**config.mk**
```make
export PLATFORM = sky130hd
export DESIGN_NAME = idu_pipe
export DESIGN_NICKNAME = d
export VERILOG_FILES = /design/src/rtl/idu_pkg.sv /design/src/rtl/idu_dec.sv /design/src/rtl/idu_pipe.sv
export SDC_FILE = /design/constraint.sdc
export NUM_CORES = 1
export LEC_CHECK = 0
export ABC_AREA = 1
export BUFFER_PORTS_ARGS = -buffer_cell sky130_fd_sc_hd__buf_4
export CAP_MARGIN = 10
export CORE_MARGIN = 5
export CORE_UTILIZATION = 61
export CTS_BUF_LIST = sky130_fd_sc_hd__clkbuf_16
export CTS_CLUSTER_DIAMETER = 150
export DETAILED_ROUTE_END_ITERATION = 10
export PLACE_DENSITY = 0.86
export SLEW_MARGIN = 20
export SYNTH_ARGS = -nofsm -noshare
export SYNTH_HDL_FRONTEND = slang
export SYNTH_HIERARCHICAL = 1
export SYNTH_SLANG_ARGS = --single-unit
```
**constraint.sdc**
```tcl
create_clock -name clk -period 8.3 [get_ports clk]
set_input_delay 0.415 -clock clk [delete_from_list [all_inputs] [get_ports clk]]
set_output_delay 0.415 -clock clk [all_outputs]
set_load 0.01 [all_outputs]
```
**src/rtl/idu_pkg.sv**
```systemverilog
// Shared types and constants for the instruction decode unit: instruction
// classes, opcode encodings, exact-match system words and the decoded bundle.
package idu_pkg;

  // Instruction class carried to the EXU; EXT_INV marks an unknown opcode.
  typedef enum logic [3:0] {
    EXT_JALR   = 4'd0,
    EXT_LOAD   = 4'd1,
    EXT_OPIMM  = 4'd2,
    EXT_FENCE  = 4'd3,
    EXT_SYS    = 4'd4,
    EXT_STORE  = 4'd5,
    EXT_BRANCH = 4'd6,
    EXT_JAL    = 4'd7,
    EXT_LUI    = 4'd8,
    EXT_AUIPC  = 4'd9,
    EXT_R      = 4'd10,
    EXT_INV    = 4'd15
  } ext_e;

  localparam logic [6:0] OP_JALR   = 7'b1100111;
  localparam logic [6:0] OP_LOAD   = 7'b0000011;
  localparam logic [6:0] OP_OPIMM  = 7'b0010011;
  localparam logic [6:0] OP_FENCE  = 7'b0001111;
  localparam logic [6:0] OP_SYS    = 7'b1110011;
  localparam logic [6:0] OP_STORE  = 7'b0100011;
  localparam logic [6:0] OP_BRANCH = 7'b1100011;
  localparam logic [6:0] OP_JAL    = 7'b1101111;
  localparam logic [6:0] OP_LUI    = 7'b0110111;
  localparam logic [6:0] OP_AUIPC  = 7'b0010111;
  localparam logic [6:0] OP_R      = 7'b0110011;

  localparam logic [31:0] INSTR_ECALL  = 32'h0000_0073;
  localparam logic [31:0] INSTR_EBREAK = 32'h0010_0073;
  localparam logic [31:0] INSTR_MRET   = 32'h3020_0073;

  // Decoded fields that do not depend on XLEN; the immediate travels beside it.
  typedef struct packed {
    logic [4:0] rs1;
    logic [4:0] rs2;
    logic [4:0] rd;
    ext_e       extop;
    logic [2:0] func3;
    logic [6:0] func7;
    logic       ecall;
    logic       ebreak;
    logic       mret;
    logic       illegal;
  } dec_t;

  function automatic ext_e opcode_class(input logic [6:0] op);
    case (op)
      OP_JALR:   return EXT_JALR;
      OP_LOAD:   return EXT_LOAD;
      OP_OPIMM:  return EXT_OPIMM;
      OP_FENCE:  return EXT_FENCE;
      OP_SYS:    return EXT_SYS;
      OP_STORE:  return EXT_STORE;
      OP_BRANCH: return EXT_BRANCH;
      OP_JAL:    return EXT_JAL;
      OP_LUI:    return EXT_LUI;
      OP_AUIPC:  return EXT_AUIPC;
      OP_R:      return EXT_R;
      default:   return EXT_INV;
    endcase
  endfunction

endpackage

```
**src/rtl/idu_dec.sv**
```systemverilog
// Purely combinational RV32I/RV32E decoder: fields, class, sign-extended
// immediate, system flags and the illegal flag for one raw instruction.
module idu_dec
  import idu_pkg::*;
#(
  parameter int XLEN = 32,
  parameter int NREG = 32
) (
  input  logic [31:0]     instr,
  output dec_t            dec,
  output logic [XLEN-1:0] imm
);

  localparam logic RV32E = (NREG == 16);

  ext_e        cls;
  logic [31:0] imm32;
  logic        use_rd;
  logic        use_rs1;
  logic        use_rs2;
  logic        bad_reg;

  // Classify the opcode, build the format-specific immediate and flag illegal encodings.
  always_comb begin
    cls   = opcode_class(instr[6:0]);
    imm32 = '0;
    case (cls)
      EXT_JALR, EXT_LOAD, EXT_OPIMM, EXT_FENCE, EXT_SYS:
        imm32 = {{20{instr[31]}}, instr[31:20]};
      EXT_STORE:
        imm32 = {{20{instr[31]}}, instr[31:25], instr[11:7]};
      EXT_BRANCH:
        imm32 = {{19{instr[31]}}, instr[31], instr[7], instr[30:25], instr[11:8], 1'b0};
      EXT_JAL:
        imm32 = {{11{instr[31]}}, instr[31], instr[19:12], instr[20], instr[30:21], 1'b0};
      EXT_LUI, EXT_AUIPC:
        imm32 = {instr[31:12], 12'b0};
      default:
        imm32 = '0;
    endcase

    use_rd  = cls inside {EXT_JALR, EXT_LOAD, EXT_OPIMM, EXT_FENCE, EXT_SYS,
                          EXT_JAL, EXT_LUI, EXT_AUIPC, EXT_R};
    use_rs1 = cls inside {EXT_JALR, EXT_LOAD, EXT_OPIMM, EXT_FENCE, EXT_SYS,
                          EXT_STORE, EXT_BRANCH, EXT_R};
    use_rs2 = cls inside {EXT_STORE, EXT_BRANCH, EXT_R};
    bad_reg = (use_rd & instr[11]) | (use_rs1 & instr[19]) | (use_rs2 & instr[24]);

    dec.rs1     = instr[19:15];
    dec.rs2     = instr[24:20];
    dec.rd      = instr[11:7];
    dec.extop   = cls;
    dec.func3   = instr[14:12];
    dec.func7   = instr[31:25];
    dec.ecall   = (instr == INSTR_ECALL);
    dec.ebreak  = (instr == INSTR_EBREAK);
    dec.mret    = (instr == INSTR_MRET);
    dec.illegal = (cls == EXT_INV) | (RV32E & bad_reg);

    imm = XLEN'($signed(imm32));
  end

endmodule

```
**src/rtl/idu_pipe.sv**
```systemverilog
// Decode stage between IFU and EXU: decodes the input beat and queues the
// result in a DEPTH-entry circular buffer with valid/ready on both sides.
// in_ready is derived only from the registered occupancy so there is no
// combinational path from out_ready back to the IFU.
module idu_pipe
  import idu_pkg::*;
#(
  parameter int XLEN  = 32,
  parameter int NREG  = 32,
  parameter int DEPTH = 2
) (
  input  logic            clk,
  input  logic            rst,
  input  logic            flush,
  input  logic            in_valid,
  output logic            in_ready,
  input  logic [31:0]     in_instr,
  input  logic [XLEN-1:0] in_pc,
  output logic            out_valid,
  input  logic            out_ready,
  output logic [XLEN-1:0] out_pc,
  output logic [4:0]      out_rs1,
  output logic [4:0]      out_rs2,
  output logic [4:0]      out_rd,
  output logic [XLEN-1:0] out_imm,
  output logic [3:0]      out_extop,
  output logic [2:0]      out_func3,
  output logic [6:0]      out_func7,
  output logic            out_ecall,
  output logic            out_ebreak,
  output logic            out_mret,
  output logic            out_illegal
);

  localparam int PW = (DEPTH > 1) ? $clog2(DEPTH) : 1;
  localparam int CW = $clog2(DEPTH + 1);
  localparam logic [PW-1:0] LAST = PW'(DEPTH - 1);
  localparam logic [CW-1:0] FULL = CW'(DEPTH);

  dec_t            dec_in;
  logic [XLEN-1:0] imm_in;

  dec_t            dec_mem [DEPTH];
  logic [XLEN-1:0] imm_mem [DEPTH];
  logic [XLEN-1:0] pc_mem  [DEPTH];

  logic [PW-1:0]   wr_ptr;
  logic [PW-1:0]   rd_ptr;
  logic [CW-1:0]   count;
  logic            push;
  logic            pop;
  dec_t            head;

  idu_dec #(
    .XLEN (XLEN),
    .NREG (NREG)
  ) u_dec (
    .instr (in_instr),
    .dec   (dec_in),
    .imm   (imm_in)
  );

  // Pointer advance with wrap at DEPTH, which need not be a power of two.
  function automatic logic [PW-1:0] bump(input logic [PW-1:0] p);
    return (p == LAST) ? '0 : p + PW'(1);
  endfunction

  assign in_ready  = (count < FULL);
  assign out_valid = (count != '0);
  assign push      = in_valid & in_ready & ~flush;
  assign pop       = out_valid & out_ready & ~flush;

  // Buffer storage, pointers and occupancy; flush overrides any push or pop.
  always_ff @(posedge clk or posedge rst) begin
    if (rst) begin
      wr_ptr <= '0;
      rd_ptr <= '0;
      count  <= '0;
      for (int i = 0; i < DEPTH; i++) begin
        dec_mem[i] <= '0;
        imm_mem[i] <= '0;
        pc_mem[i]  <= '0;
      end
    end else if (flush) begin
      wr_ptr <= '0;
      rd_ptr <= '0;
      count  <= '0;
    end else begin
      if (push) begin
        dec_mem[wr_ptr] <= dec_in;
        imm_mem[wr_ptr] <= imm_in;
        pc_mem[wr_ptr]  <= in_pc;
        wr_ptr          <= bump(wr_ptr);
      end
      if (pop) begin
        rd_ptr <= bump(rd_ptr);
      end
      case ({push, pop})
        2'b10:   count <= count + CW'(1);
        2'b01:   count <= count - CW'(1);
        default: count <= count;
      endcase
    end
  end

  assign head        = dec_mem[rd_ptr];
  assign out_pc      = pc_mem[rd_ptr];
  assign out_imm     = imm_mem[rd_ptr];
  assign out_rs1     = head.rs1;
  assign out_rs2     = head.rs2;
  assign out_rd      = head.rd;
  assign out_extop   = head.extop;
  assign out_func3   = head.func3;
  assign out_func7   = head.func7;
  assign out_ecall   = head.ecall;
  assign out_ebreak  = head.ebreak;
  assign out_mret    = head.mret;
  assign out_illegal = head.illegal;

endmodule

```
==> results of run 1 <==
## power groups by stage
stage	Combinational, mW	Clock (mW)	Sequential, mW
2_1_floorplan	0.400	0	1.23
3_3_place_gp	0.602	0	1.25
3_5_place_dp	0.621	0	1.26
4_1_cts	0.626	0.820	1.24
5_1_grt	0.700	0.860	1.27
6_report	0.620	0.809	1.25
## cells in the final DEF (no fill, tap or decap), types with 2 or more instances in the layout
master / count
nor4_1: 3
nand3_4: 3
o21ai_1: 173
nor2_2: 4
inv_2: 7
nand2_2: 9
clkinv_4: 2
clkinvlp_4: 3
nor2_4: 2
clkinv_2: 3
o21ai_0: 23
clkbuf_16: 17
nand2_1: 540
nor2_1: 37
clkinv_1: 2
nor3_1: 5
bufinv_16: 2
nand3_1: 6
o22ai_1: 2
dfrtp_1: 197
buf_4: 172
nand2_4: 2
nand3_2: 3
inv_1: 129
o21ai_2: 12
nand4_1: 9
a21oi_1: 14
inv_6: 4
## critical path, cell delays in order (launching register included)
cell and delay [ns]:
dfrtp_4 0.65, clkinv_2 0.09, buf_4 0.82, nand2_1 0.17, nand2_1 0.17, buf_4 0.14
## state kept, by name (all words and copies together) (netlist names)
name     count
count        2
rd_ptr       1
dec_mem     66
pc_mem      64
wr_ptr       1
imm_mem     64
## area by class of cell
class	count	area [um^2]	share of cell area [%]
inverter	138	527	4.65
sequential	198	4960	43.8
tap	216	270	2.39
multi-input combinational	849	3690	32.6
clock buffer	17	425	3.76
timing repair buffer	173	1300	11.5
clock inverter	15	153	1.35
## cells in the mapped netlist (all sizes together)
library cell,count,share of area [%]
nand2,551,21
nand4,9,0.57
nor3,6,0.36
clkbuf,24,0.92
nor4,3,0.19
o21ai,208,11
buf,70,6.2
o22ai,2,0.13
a21oi,14,0.71
a31oi,1,0.064
nand3,12,0.99
nor2,43,1.9
inv,138,5.3
dfrtp,198,50
## metal layers
layer	vias to the layer above	track usage, %	share of wire, %
met5	-	0	0
met4	0	8.48	2.1
met3	41	4.96	8.1
met2	358	42.5	48
met1	3926	35.9	42
li1	4126	-	-
## stage by stage
stage | cells | power, mW | util [%] | hold slack [ns] | setup slack (ns)
floorplan | 1279 | 1.63 | - | 0.453 | 2.49
global placement | 1574 | 1.85 | 67.6 | 0.464 | 5.58
detailed placement | 1574 | 1.88 | 67.6 | 0.469 | 5.49
CTS | 1606 | 2.69 | 71.3 | 0.153 | 5.36
global route | 1606 | 2.83 | 71.3 | 0.160 | 5.26
finish | 1606 | 2.67 | 71.3 | 0.138 | 5.38
## final timing paths
| check | end | cells after the start | startpoint |
|---|---|---|---|
| hold / removal | pc_mem[5]$_DFFE_PP0P_ | 2 | rst |
| setup reg to reg | dec_mem[61]$_DFFE_PP0P_ | 5 | count[1]$_DFFE_PP0P_ |
| max in group asynchronous | imm_mem[19]$_DFFE_PP0P_ | 3 | rst |
| setup / recovery | out_imm[28] | 5 | rd_ptr$_DFFE_PP0P_ |
| min in group clk | rd_ptr$_DFFE_PP0P_ | 2 | flush |
| hold reg to reg | pc_mem[10]$_DFFE_PP0P_ | 2 | pc_mem[10]$_DFFE_PP0P_ |
## cells by family (layout without fill, tap and decap cells)
group           count (synthesis)  after routing
compound gates                225            225
buf+inv                       232            343
flops                         198            198
simple gates                  624            624
==> flow_metrics.py, run 1 <==
metrics = {
    "power_and_ir_drop": {
        "leakage_nw": 6.15,
        "power.net_switching_mw": 0.822,
        "irDropWorstVdd_mv": 0.143,
        "clkPwrFrac_pct": 30.3,
        "switching_share_pct": 30.7,
        "power_density_mw_per_mm2": 236,
        "p_int_mw": 1.85,
        "seq_power_share_pct": 46.6,
        "comb_power_share_pct": 23.2,
    },
    "clocking": {
        "cts_setup_buffers": 0,
        "ctsResizeCount": 0,
        "cts.sinks": 198,
        "cts_hold_buf": 0,
        "clockBufferDepth": 2,
        "cts_tree": "done",
        "ctsRootBufferMaster": "clkbuf_16",
        "clkTransAtPathRegs_ns": 0.07,
        "worstSkewPairLatency_ns": 0.43,
        "cts_max_level": 4,
        "numCtsBuffers": 17,
    },
    "sta": {
        "fin_skew_ns": 0.00581,
        "clock.fmax_mhz": 343,
        "finalMaxSlewViolations": 0,
        "fin_tns_setup_ns": 0,
        "max_slew_margin_pct": 26.5,
        "period_share_pct": 35.2,
        "setup_viol": 0,
        "hold_violations": 0,
        "min_period_ns": 2.92,
        "worstMarginPinSlew_ns": 1.10,
        "rsz0062_at_grt": "no",
    },
    "grt": {
        "antenna_found_initial": 0,
        "overflow": 0,
        "grt_start_max_net_pins": 121,
        "grt_pass1_vias": 8029,
        "grt_pass1_wl_mm": 38.9,
        "grt_usage_pct": 26.2,
    },
    "yosys": {
        "netlist_area_mm2": 0.00984,
        "synth-compound-area-share_pct": 11.9,
        "synthSimpleGateAreaFrac_pct": 25.4,
        "yosysWarnings": 6,
        "yosys_register_bits": 198,
        "synthXorXnorAreaFrac_pct": 0,
        "ys_types": 26,
        "synth_nets": 1348,
        "synth_top_family_by_area": "simple AND/OR/NAND/NOR gates",
        "seq_area_frac_synth_pct": 50.3,
        "yosys-mux-area-fraction_pct": 0,
        "synth_adder_area_share_pct": 0,
        "synthCells": 1279,
        "synth_area_per_cell_um2": 7.70,
    },
    "placed_design": {
        "place_congestion": 0.936,
        "port_buffers": 167,
        "place_hpwl_mm": 16.0,
        "place_area_mm2": 0.0107,
    },
    "floorplan": {
        "coreArea_mm2": 0.0159,
        "fp-row-count": 46,
        "die_x_um": 137,
        "io_pins": 168,
        "die_area_mm2": 0.0188,
        "initial_core_util_pct": 62.0,
        "dieHeight_um": 137,
    },
    "routing": {
        "vias": 8451,
        "dr.pass1.iters": 5,
        "avgRoutedWirePerCell_um": 15.0,
        "viasPerCell": 5.26,
        "drc_errors": 0,
        "drtIter0Drc": 869,
        "wl_mm": 24.0,
        "postRouteAntennaNets": 0,
    },
    "hold_path": {
        "hp-class": "in -> async",
    },
    "layout": {
        "design_area_mm2": 0.0113,
        "area_delta_synth_final_pct": 15.0,
        "layout.nets": 1446,
        "drive_gt1_share_pct": 17.9,
        "diodes": 0,
        "fillers": 1291,
    },
    "job": {
        "drv_cap": 0,
    },
    "critical_path": {
        "worst-r2r-setup-slack_ns": 5.52,
        "criticalPathCategory": "reg -> out",
        "worstPathRequired_ns": 7.89,
        "crit_path_end_kind": "primary output",
        "arrival_ns": 2.50,
        "worstPathMaxFanout": 98,
        "start_kind": "flop",
    },
    "status": {
        "run_status": "completed",
    },
}
(Power assumes the default switching activity.)
==> run 2, diff against run 1 <==
- ABC_AREA: 1 -> 0
- CORE_UTILIZATION: 61 -> 51
- PLACE_DENSITY: 0.86 -> 0.77
- clock period: 8.3 -> 2.5 ns (I/O delays scaled with it)
==> run 2 against run 1 <==
- register-to-register slack worse by 4.8 ns
- non-clock buffer count up 61
- final cell count down 31%
- clock skew up 0.0017 ns
- synthesized cell count down 46%
- flip-flop and latch count unchanged
- critical path depth down 2
- sequential power rose to 3.3 times the previous value
- clock-buffer cell count unchanged
- utilization down 5.7 points
- global-route usage down 5.2 points
- critical path type unchanged
==> flow_metrics.py, run 2 <==
metrics = {
    "status": {
        "run_status": "completed",
    },
    "clocking": {
        "cts_tree": "done",
        "clockBufferDepth": 2,
        "numCtsBuffers": 17,
        "cts_hold_buf": 57,
        "worstSkewPairLatency_ns": 0.43,
        "ctsResizeCount": 0,
        "cts.sinks": 198,
        "ctsRootBufferMaster": "clkbuf_16",
        "clkTransAtPathRegs_ns": 0.07,
        "cts_max_level": 4,
        "cts_setup_buffers": 0,
    },
    "critical_path": {
        "crit_path_end_kind": "primary output",
        "worstPathRequired_ns": 2.38,
        "criticalPathCategory": "reg -> out",
        "arrival_ns": 2.05,
        "r2r_cells": 4,
        "worst-r2r-setup-slack_ns": 0.69,
        "reg2reg_from": "count[1]$_DFFE_PP0P_",
        "start_kind": "flop",
        "worstPathMaxFanout": 41,
        "worstReg2RegEnd": "pc_mem[19]$_DFFE_PP0P_",
    },
    "hold_path": {
        "hp-class": "in -> reg",
        "hold_path.startpoint": "in_instr[24]",
        "worst_hold_path.num_cells": 2,
        "hold_path_end": "dec_mem[27]$_DFFE_PP0P_",
    },
    "yosys": {
        "yosysTopAreaCell": "dfrtp_1",
        "ys.flop_type": "dfrtp_1",
        "synth_area_per_cell_um2": 13.8,
        "yosysWarnings": 6,
        "synth_top_area_share_pct": 52.3,
        "synth_most_common_cell": "mux2_2",
        "synth_nets": 754,
        "synth_area_leaders": "dfrtp_1 (52%), mux2_2 (31%), mux2_1 (3.6%)",
        "ys_types": 41,
        "synth_common_cells": "mux2_2 (262), dfrtp_1 (198), buf_4 (30), mux2_1 (30), buf_2 (21)",
        "netlist_area_mm2": 0.00947,
        "yosys_register_bits": 198,
        "synth_edf_count": 0,
        "synthCells": 685,
        "synth-async-reset-ratio_pct": 100,
        "seq_area_frac_synth_pct": 52.3,
    },
    "power_and_ir_drop": {
        "power_density_mw_per_mm2": 749,
        "finalPower_mw": 8.91,
        "leakage_nw": 5.57,
        "irDropWorstVdd_mv": 0.515,
    },
    "grt": {
        "antenna_found_initial": 0,
        "grt_start_max_net_pins": 98,
        "grt_pass1_wl_mm": 36.2,
        "grt_usage_pct": 21.0,
        "overflow": 0,
        "grt_pass1_vias": 6815,
    },
    "layout": {
        "top_regs": "dec_mem x66, imm_mem x64, pc_mem x64",
        "design_area_mm2": 0.0119,
        "final_common_cell": "mux2_2",
        "layout_common_cells": "mux2_2 (262), dfrtp_1 (197), buf_4 (172), dlygate4sd3_1 (57), mux2_1 (30)",
        "area_delta_synth_final_pct": 25.7,
        "largest_reg_flops": 66,
        "layout.nets": 941,
        "top_register": "dec_mem",
        "diodes": 0,
        "drive_gt1_share_pct": 54.1,
    },
    "sta": {
        "period_share_pct": 87.1,
        "finalMaxSlewViolations": 0,
        "setup_viol": 0,
        "min_period_ns": 2.18,
        "hold_violations": 0,
        "worstMarginPinSlew_ns": 0.715,
        "clock.fmax_mhz": 459,
        "layout_setup_ws_ns": 0.322,
        "rsz0062_at_grt": "no",
        "max_slew_margin_pct": 52.3,
        "fin_skew_ns": 0.00746,
    },
    "routing": {
        "wl_mm": 22.3,
        "avgRoutedWirePerCell_um": 20.0,
        "drc_errors": 0,
        "dr.pass1.iters": 4,
        "drtIter0Drc": 325,
        "postRouteAntennaNets": 0,
        "viasPerCell": 5.51,
        "vias": 6139,
    },
    "floorplan": {
        "die_x_um": 146,
        "initial_core_util_pct": 52.2,
        "fp-row-count": 49,
        "die_area_mm2": 0.0214,
        "coreArea_mm2": 0.0181,
        "dieHeight_um": 146,
        "io_pins": 168,
    },
    "placed_design": {
        "dp_worst_setup_slack_ns": 0.572,
        "place_area_mm2": 0.0107,
        "place_hpwl_mm": 15.1,
        "place_congestion": 0.793,
        "port_buffers": 167,
    },
    "job": {
        "drv_cap": 0,
    },
}
## run 2: cell types whose count changed in the layout (fill, tap and decap cells not counted), sizes merged, moves of 7 or more
cell / change
nand2: -536
mux2: +292
o21ai: -198
inv: -132
dlygate4sd3: +57
nor2: -30
a21o: +20
and2: +10
nand3: -9
a21oi: -7
nand4: -7
## run 2: power breakdown
part / internal, mW / switching [mW]
Clock: 1.48 / 1.22
Combinational: 1.24 / 0.849
Sequential: 3.81 / 0.316
## run 2: cell type report
cell class              count  area [um^2]
fillers                  1313         6250
flip-flops and latches    198         4960
multi-input cells         417         4090
repair buffers            234         1960
clock buffers              17          425
well taps                 229          287
clock inverters            15          153
inverters                   4         21.3
## run 2: logic make-up after synthesis
family	synth area share (%)
xor gates and xnor gates	0.278
and+or+nand+nor	4.28
muxes	34.7
AOI/OAI and AO/OA	3.66
buffers and inverters	4.59
adders and majority gates	0.119
DFF	52.3
## run 2: critical path, stage by stage (launching register included)
cell and delay, ns:
dfrtp_4 0.73, buf_12 0.31, mux2_2 0.40, buf_4 0.15
## run 2: how the worst max path moves through the flow
stage,start,to,slack [ns]
final,rd_ptr$_DFFE_PP0P_,out_extop[3],0.32
after global routing,rd_ptr$_DFFE_PP0P_,out_extop[3],0.26
after CTS,rd_ptr$_DFFE_PP0P_,out_extop[3],0.31
after detailed placement,in_instr[2],dec_mem[50]$_DFFE_PP0P_,0.57
after global placement,in_instr[2],dec_mem[17]$_DFFE_PP0P_,0.64
after floorplan,rst,count[0]$_DFFE_PP0P_,-0.19
## run 2: per-layer routing
metal	part of all wire (%)	GRT usage (%)	up-vias
li1	-	-	2812
met4	1.5	5.74	0
met2	52	36.6	136
met3	3.7	3.97	28
met5	0	0	-
met1	42	27.0	3163
## run 2: metrics by stage
step | hold slack, ns | cells | util (%) | TNS (ns)
final | 0.0178 | 1114 | 65.6 | 0
after global routing | 0.000861 | 1114 | 65.6 | 0
after CTS | 0.00168 | 1114 | 65.6 | 0
after detailed placement | 0.135 | 1025 | 59.2 | 0
after global placement | 0.132 | 1025 | 59.2 | 0
after floorplan | 0.260 | 685 | - | -36.70
